`config.mk`:
```
export PLATFORM = sky130hd
export DESIGN_NAME = sirv_gnrl_sync_fifo_flat
export DESIGN_NICKNAME = d
export VERILOG_FILES = /design/src/rtl/sirv_gnrl_sync_fifo_if.sv /design/src/rtl/sirv_gnrl_sync_fifo.sv /design/src/flat_wrapper.sv
export SDC_FILE = /design/constraint.sdc
export NUM_CORES = 1
export LEC_CHECK = 0
export BUFFER_PORTS_ARGS = -buffer_cell sky130_fd_sc_hd__buf_2
export CAP_MARGIN = 20
export CORE_MARGIN = 2
export CORE_UTILIZATION = 49
export CTS_BUF_LIST = sky130_fd_sc_hd__clkbuf_4 sky130_fd_sc_hd__clkbuf_8 sky130_fd_sc_hd__clkbuf_16
export CTS_CLUSTER_SIZE = 30
export DETAILED_ROUTE_END_ITERATION = 7
export PLACE_DENSITY_LB_ADDON = 0.05
export SLEW_MARGIN = 10
export SYNTH_ARGS = -nofsm -noshare
export SYNTH_HDL_FRONTEND = slang
export SYNTH_SLANG_ARGS = --single-unit
```
`constraint.sdc`:
```
create_clock -name clk -period 4.6 [get_ports clk]
set_input_delay 0 -clock clk [delete_from_list [all_inputs] [get_ports clk]]
set_output_delay 0 -clock clk [all_outputs]
set_load 0.01 [all_outputs]
```
`src/rtl/sirv_gnrl_sync_fifo_if.sv`:
```
// Valid/ready handshake bundle for the generic sync FIFO.
// slave = FIFO side, master = surrounding producer/consumer.
interface sirv_gnrl_sync_fifo_if #(
    parameter int DW = 32
);
    logic          i_vld;
    logic          i_rdy;
    logic [DW-1:0] i_dat;
    logic          o_vld;
    logic          o_rdy;
    logic [DW-1:0] o_dat;

    modport slave (
        input  i_vld,
        input  i_dat,
        output i_rdy,
        output o_vld,
        output o_dat,
        input  o_rdy
    );

    modport master (
        output i_vld,
        output i_dat,
        input  i_rdy,
        input  o_vld,
        input  o_dat,
        output o_rdy
    );
endinterface

```
`src/rtl/sirv_gnrl_sync_fifo.sv`:
```
// Synchronous valid/ready FIFO with wrap-flag pointers.
// Storage entries are plain load-enabled registers with no reset.
module sirv_gnrl_sync_fifo #(
    parameter int DW = 32,
    parameter int DP = 4
) (
    input  logic                     clk,
    input  logic                     rst_n,
    sirv_gnrl_sync_fifo_if.slave     bus,
    output logic [$clog2(DP):0]      fifo_cnt
);
    localparam int AW = $clog2(DP);

    logic [DW-1:0] r_mem [DP];
    logic [AW:0]   r_wptr;
    logic [AW:0]   r_rptr;
    logic [AW:0]   r_cnt;

    logic          w_empty;
    logic          w_full;
    logic          w_push;
    logic          w_pop;
    logic [AW:0]   w_wptr_nxt;
    logic [AW:0]   w_rptr_nxt;

    // MSB of each pointer is the wrap flag
    assign w_empty = (r_wptr == r_rptr);
    assign w_full  = (r_wptr[AW-1:0] == r_rptr[AW-1:0])
                   & (r_wptr[AW] != r_rptr[AW]);

    assign w_push = bus.i_vld & ~w_full;
    assign w_pop  = bus.o_rdy & ~w_empty;

    assign w_wptr_nxt = w_push ? r_wptr + 1'b1 : r_wptr;
    assign w_rptr_nxt = w_pop  ? r_rptr + 1'b1 : r_rptr;

    always_ff @(posedge clk or negedge rst_n) begin
        if (!rst_n) begin
            r_wptr <= '0;
            r_rptr <= '0;
            r_cnt  <= '0;
        end else begin
            r_wptr <= w_wptr_nxt;
            r_rptr <= w_rptr_nxt;
            r_cnt  <= w_wptr_nxt - w_rptr_nxt;
        end
    end

    always_ff @(posedge clk) begin
        if (w_push) begin
            r_mem[r_wptr[AW-1:0]] <= bus.i_dat;
        end
    end

    // Ready and valid come from registered state only
    assign bus.i_rdy = ~w_full;
    assign bus.o_vld = ~w_empty;
    assign bus.o_dat = r_mem[r_rptr[AW-1:0]];
    assign fifo_cnt  = r_cnt;

endmodule

```
`src/flat_wrapper.sv`:
```
// flat-port wrapper written by rule: the top's interface ports become plain ports
module sirv_gnrl_sync_fifo_flat 
#(
    parameter int DW = 32,
    parameter int DP = 4
)
  (clk, rst_n, fifo_cnt, bus_i_vld, bus_i_dat, bus_i_rdy, bus_o_vld, bus_o_dat, bus_o_rdy);
  sirv_gnrl_sync_fifo_if #(.DW(DW)) bus_i ();
  input  logic clk;
  input  logic rst_n;
  output logic [$clog2(DP):0] fifo_cnt;
  input wire logic [$bits(bus_i.i_vld)-1:0] bus_i_vld;
  input wire logic [$bits(bus_i.i_dat)-1:0] bus_i_dat;
  output wire logic [$bits(bus_i.i_rdy)-1:0] bus_i_rdy;
  output wire logic [$bits(bus_i.o_vld)-1:0] bus_o_vld;
  output wire logic [$bits(bus_i.o_dat)-1:0] bus_o_dat;
  input wire logic [$bits(bus_i.o_rdy)-1:0] bus_o_rdy;
  assign bus_i.i_vld = bus_i_vld;
  assign bus_i.i_dat = bus_i_dat;
  assign bus_i_rdy = bus_i.i_rdy;
  assign bus_o_vld = bus_i.o_vld;
  assign bus_o_dat = bus_i.o_dat;
  assign bus_i.o_rdy = bus_o_rdy;
  sirv_gnrl_sync_fifo #(.DW(DW), .DP(DP)) u_core (.clk(clk), .rst_n(rst_n), .bus(bus_i), .fifo_cnt(fifo_cnt));
endmodule
```
==> metrics.md <==
| Metric | Value |
|---|---|
| Status | complete, no violations |
| Via count | 2439 |
| Largest net degree at the start of global routing | 37 |
| Port bufs | 72 |
| Worst slack at placement | approximately 1.6 ns |
| Kind of start point of the critical path | flip-flop |
| Area added between synthesis and finish | 27.32% |
| Wire length of the first global-routing pass | ~14 mm |
| Total CTS buffers | 17 |
| Adder-cell share of the synthesized area | 0.01829 |
| Area taken by multi-input logic gates | between 1000 and 1500 sq um |
| Syn Nets | 260 |
| Setup violators final | 0 |
| Placeable core region | 10320 sq um |
| Leakage power of the design | 2.347 nW |
| Most used DFF post-synth | sky130_fd_sc_hd__edfxtp_1 |
| Wire length after detailed routing | 8.618 mm |
| Number of rows in the core area | 37 |
| CP arrival | 3.40 ns |
| Sequential cell area | approximately 4000 sq um |
| Count of flip-flops with a built-in enable after synthesis | 128 |
| Detailed-route vias per instance | roughly 5.0 |
| Layout Nets | 381 |
| Syn Inst Count | approximately 220 |
| Worst clock skew on the final layout | 0.004545 ns |
| Buffer cell driving the clock tree root | sky130_fd_sc_hd__clkbuf_8 |
| Antenna Nets Post-Route | 0 |
| Worst path required time | slightly above 5 ns |
| Slew headroom | 0.3914 |
| Hold WC Path Type | primary input to flip-flop |
| Most frequent standard cell in the layout excluding fill and tap cells | sky130_fd_sc_hd__edfxtp_1 |
| Synth Warn # | 0 |
| Number of H-tree levels | 4 |
| Number of fillers in the final layout | between 700 and 800 |
| CTS-repair resized insts | 0 |
| Leading cell types in the layout, fill and taps excluded | sky130_fd_sc_hd__edfxtp_1 (128), sky130_fd_sc_hd__buf_2 (72), sky130_fd_sc_hd__dlygate4sd3_1 (36) |
| Avg WL per Cell | 17.70 um |
| Average cell area after synthesis | 23.96 sq um |
| Summed area of non-filler cells in the final layout | approximately 6600 sq um |
| Initial core utilization | 0.5036 |
| Violation count after the first detailed-routing iteration | 66 |
| Register area share after synthesis | 0.7827 |
| Startpoint of the worst hold path | bus_i_dat[5] |
| Maximum capacitance violations | 0 |
| Post-layout minimum cycle time | 2.966 ns |
| Final Hold Slack | 0.2349 ns |
| Boundary Pins | 73 |
| Number of antenna violations at the first check in global routing | 0 |
| Share of post-route cells with drive strength above 1 | 0.4131 |
| Number of storage elements in the synthesis netlist | 137 |
| Clock transition at path regs | around 0.06 ns |
| Final cell utilization of the core | 0.6411 |
| Setup TNS | 0 ns |
| Worst-Margin Slew | ~0.91 ns |
| Combinational family with the most area after synthesis | multiplexers |
| Die Y-Extent | about 110 um |
| Hold violation count in the final report | 0 |
| Count of pins over their slew limit | 0 |
| Grt total ovfl | 0 |
| Total global routing track utilization | 0.1689 |
| Simple-gate share of the synthesized area | 0.007702 |
| Clock latency on the worst-skew pair | ~0.52 ns |
| Count of different cell masters after synthesis | 22 |
| Vias in the first global route | 2663 |
| Share of synthesized area spent on multiplexers | 0.1449 |
| Clock tree from TritonCTS | done |
| Worst path setup slack after routing | 1.634 ns |
| Die W | roughly 110 um |
| Number of diodes | 0 |
| Floorplan die area | 11450 sq um |
| Sink Count | 137 |
| Unrepaired setup endpoints after global routing | no |
| Count of TritonRoute iterations in the first routing pass | 4 |
| Compound-cell area share of the yosys netlist | 0.009627 |
| Remaining DRCs | 0 |
| Power density of the placed cells | 675.1 nW/um^2 |
| Placed instance area | 5709 sq um |
| Area of the mapped netlist | 5199 sq um |
| Reg-to-reg critical path startpoint | u_core.r_rptr[1]$_DFF_PN0_ |
| Post-synthesis xor/xnor area fraction | 0.02455 |
| Period Utilization, post-route | 0.6448 |
| Max Fclk | 337.1 MHz |
| Launching instance or port of the critical path | u_core.r_rptr[1]$_DFF_PN0_ |
| VDD IR-drop max | 417.5 uV |
| Detailed placer's ending HPWL | 4.727 mm |
| Peak fanout along the critical path | 36 |
| Post-synth ARST share | 0.06569 |
| Weighted congestion at the end of routability-driven global placement | about 0.7 |
| CTS max path bufs | 2 |
| Start-to-end type of the worst setup path | flip-flop to flip-flop |
| Endpoint kind of the worst setup timing path | flip-flop |
==> report_power, final <==
part | switching, mW | total (mW) | internal [mW]
Combinational | 0.707 | 1.37 | 0.662
Clock | 0.479 | 1.24 | 0.757
Sequential | 0.155 | 1.86 | 1.71
==> metrics by stage <==
| step | cells | power, mW |
|---|---|---|
| 2_1_floorplan | 217 | 2.812 |
| 3_3_place_gp | 419 | 3.255 |
| 3_5_place_dp | 419 | 3.266 |
| 4_1_cts | 487 | 4.552 |
| 5_1_grt | 487 | 4.731 |
| 6_report | 487 | 4.468 |
==> layout make-up <==
| type | instances | area share |
|---|---|---|
| flip-flops and latches | 137 | 0.6151 |
| multi-input cells | 66 | 0.1616 |
| repair buffers | 110 | 0.1112 |
| clock buffers | 17 | 0.06257 |
| well taps | 136 | 0.02571 |
| clock inverters | 15 | 0.02042 |
| inverters | 6 | 0.003403 |
==> sequential cells by signal, summed over array words and instances, names as in the netlist <==
name and count:
u_core.r_wptr 3, u_core.r_rptr 3, u_core.fifo_cnt 3, u_core.r_mem 128
==> path summary, 6_finish.rpt <==
path | endpoint | slack [ns] | cells after the start
max in group asynchronous | u_core.r_rptr[0]$_DFF_PN0_ | 3.82 | 3
worst max-delay path | u_core.fifo_cnt[2]$_DFF_PN0_ | 1.63 | 10
worst max register to register | u_core.fifo_cnt[2]$_DFF_PN0_ | 1.63 | 10
worst min register to register | u_core.r_rptr[2]$_DFF_PN0_ | 0.57 | 1
worst min-delay path | u_core.r_mem[2][5]$_DFFE_PP_ | 0.23 | 2
min in group asynchronous | u_core.fifo_cnt[1]$_DFF_PN0_ | 0.47 | 3
==> routing by layer <==
| metal | routed length, um | vias up | track usage | part of all wire |
|---|---|---|---|---|
| met3 | 327 | 13 | 0.04498 | 0.038 |
| met5 | 0 | - | 0 | 0 |
| met4 | 141 | 0 | 0.06957 | 0.016 |
| met2 | 4495 | 53 | 0.2843 | 0.52 |
| met1 | 3653 | 1236 | 0.2089 | 0.42 |
| li1 | - | 1137 | - | - |
==> worst max-delay path: stages (launching register included) <==
cell and delay [ns]:
sky130_fd_sc_hd__dfrtp_2 0.97, sky130_fd_sc_hd__xnor2_2 0.23, sky130_fd_sc_hd__nand2_1 0.15, sky130_fd_sc_hd__o21ai_2 0.25
sky130_fd_sc_hd__xnor2_1 0.18, sky130_fd_sc_hd__ha_1 0.20, sky130_fd_sc_hd__inv_1 0.05, sky130_fd_sc_hd__fa_1 0.37
sky130_fd_sc_hd__xnor2_1 0.18, sky130_fd_sc_hd__xnor2_1 0.16, sky130_fd_sc_hd__xnor2_1 0.14
==> logic make-up after synthesis <==
logic type / after synthesis
and+or+nand+nor: 8
AOI/OAI and AO/OA: 4
xor gates and xnor gates: 12
adders and majority gates: 7
DFF: 137
buffers and inverters: 14
muxes: 35
==> Yosys cell counts (2+ instances only) <==
master / n / area [sq um]
sky130_fd_sc_hd__edfxtp_1: 128 / 3844
sky130_fd_sc_hd__mux4_2: 32 / 720.7
sky130_fd_sc_hd__dfrtp_1: 9 / 225.2
sky130_fd_sc_hd__xnor2_1: 7 / 61.31
sky130_fd_sc_hd__ha_1: 6 / 75.07
sky130_fd_sc_hd__inv_1: 6 / 22.52
sky130_fd_sc_hd__nand2_1: 4 / 15.01
sky130_fd_sc_hd__and3_1: 3 / 18.77
sky130_fd_sc_hd__buf_2: 3 / 15.01
sky130_fd_sc_hd__clkbuf_1: 3 / 11.26
sky130_fd_sc_hd__buf_4: 2 / 15.01
sky130_fd_sc_hd__o21ai_2: 2 / 17.52
sky130_fd_sc_hd__xnor2_2: 2 / 32.53
sky130_fd_sc_hd__xor2_1: 2 / 17.52
==> timing repair <==
action                                 in CTS  in global routing
hold buffers                               36                  0
buffers inserted                            0                  0
endpoints found under the hold margin     142                  0
Note: power is estimated with default switching activity, not from simulation.
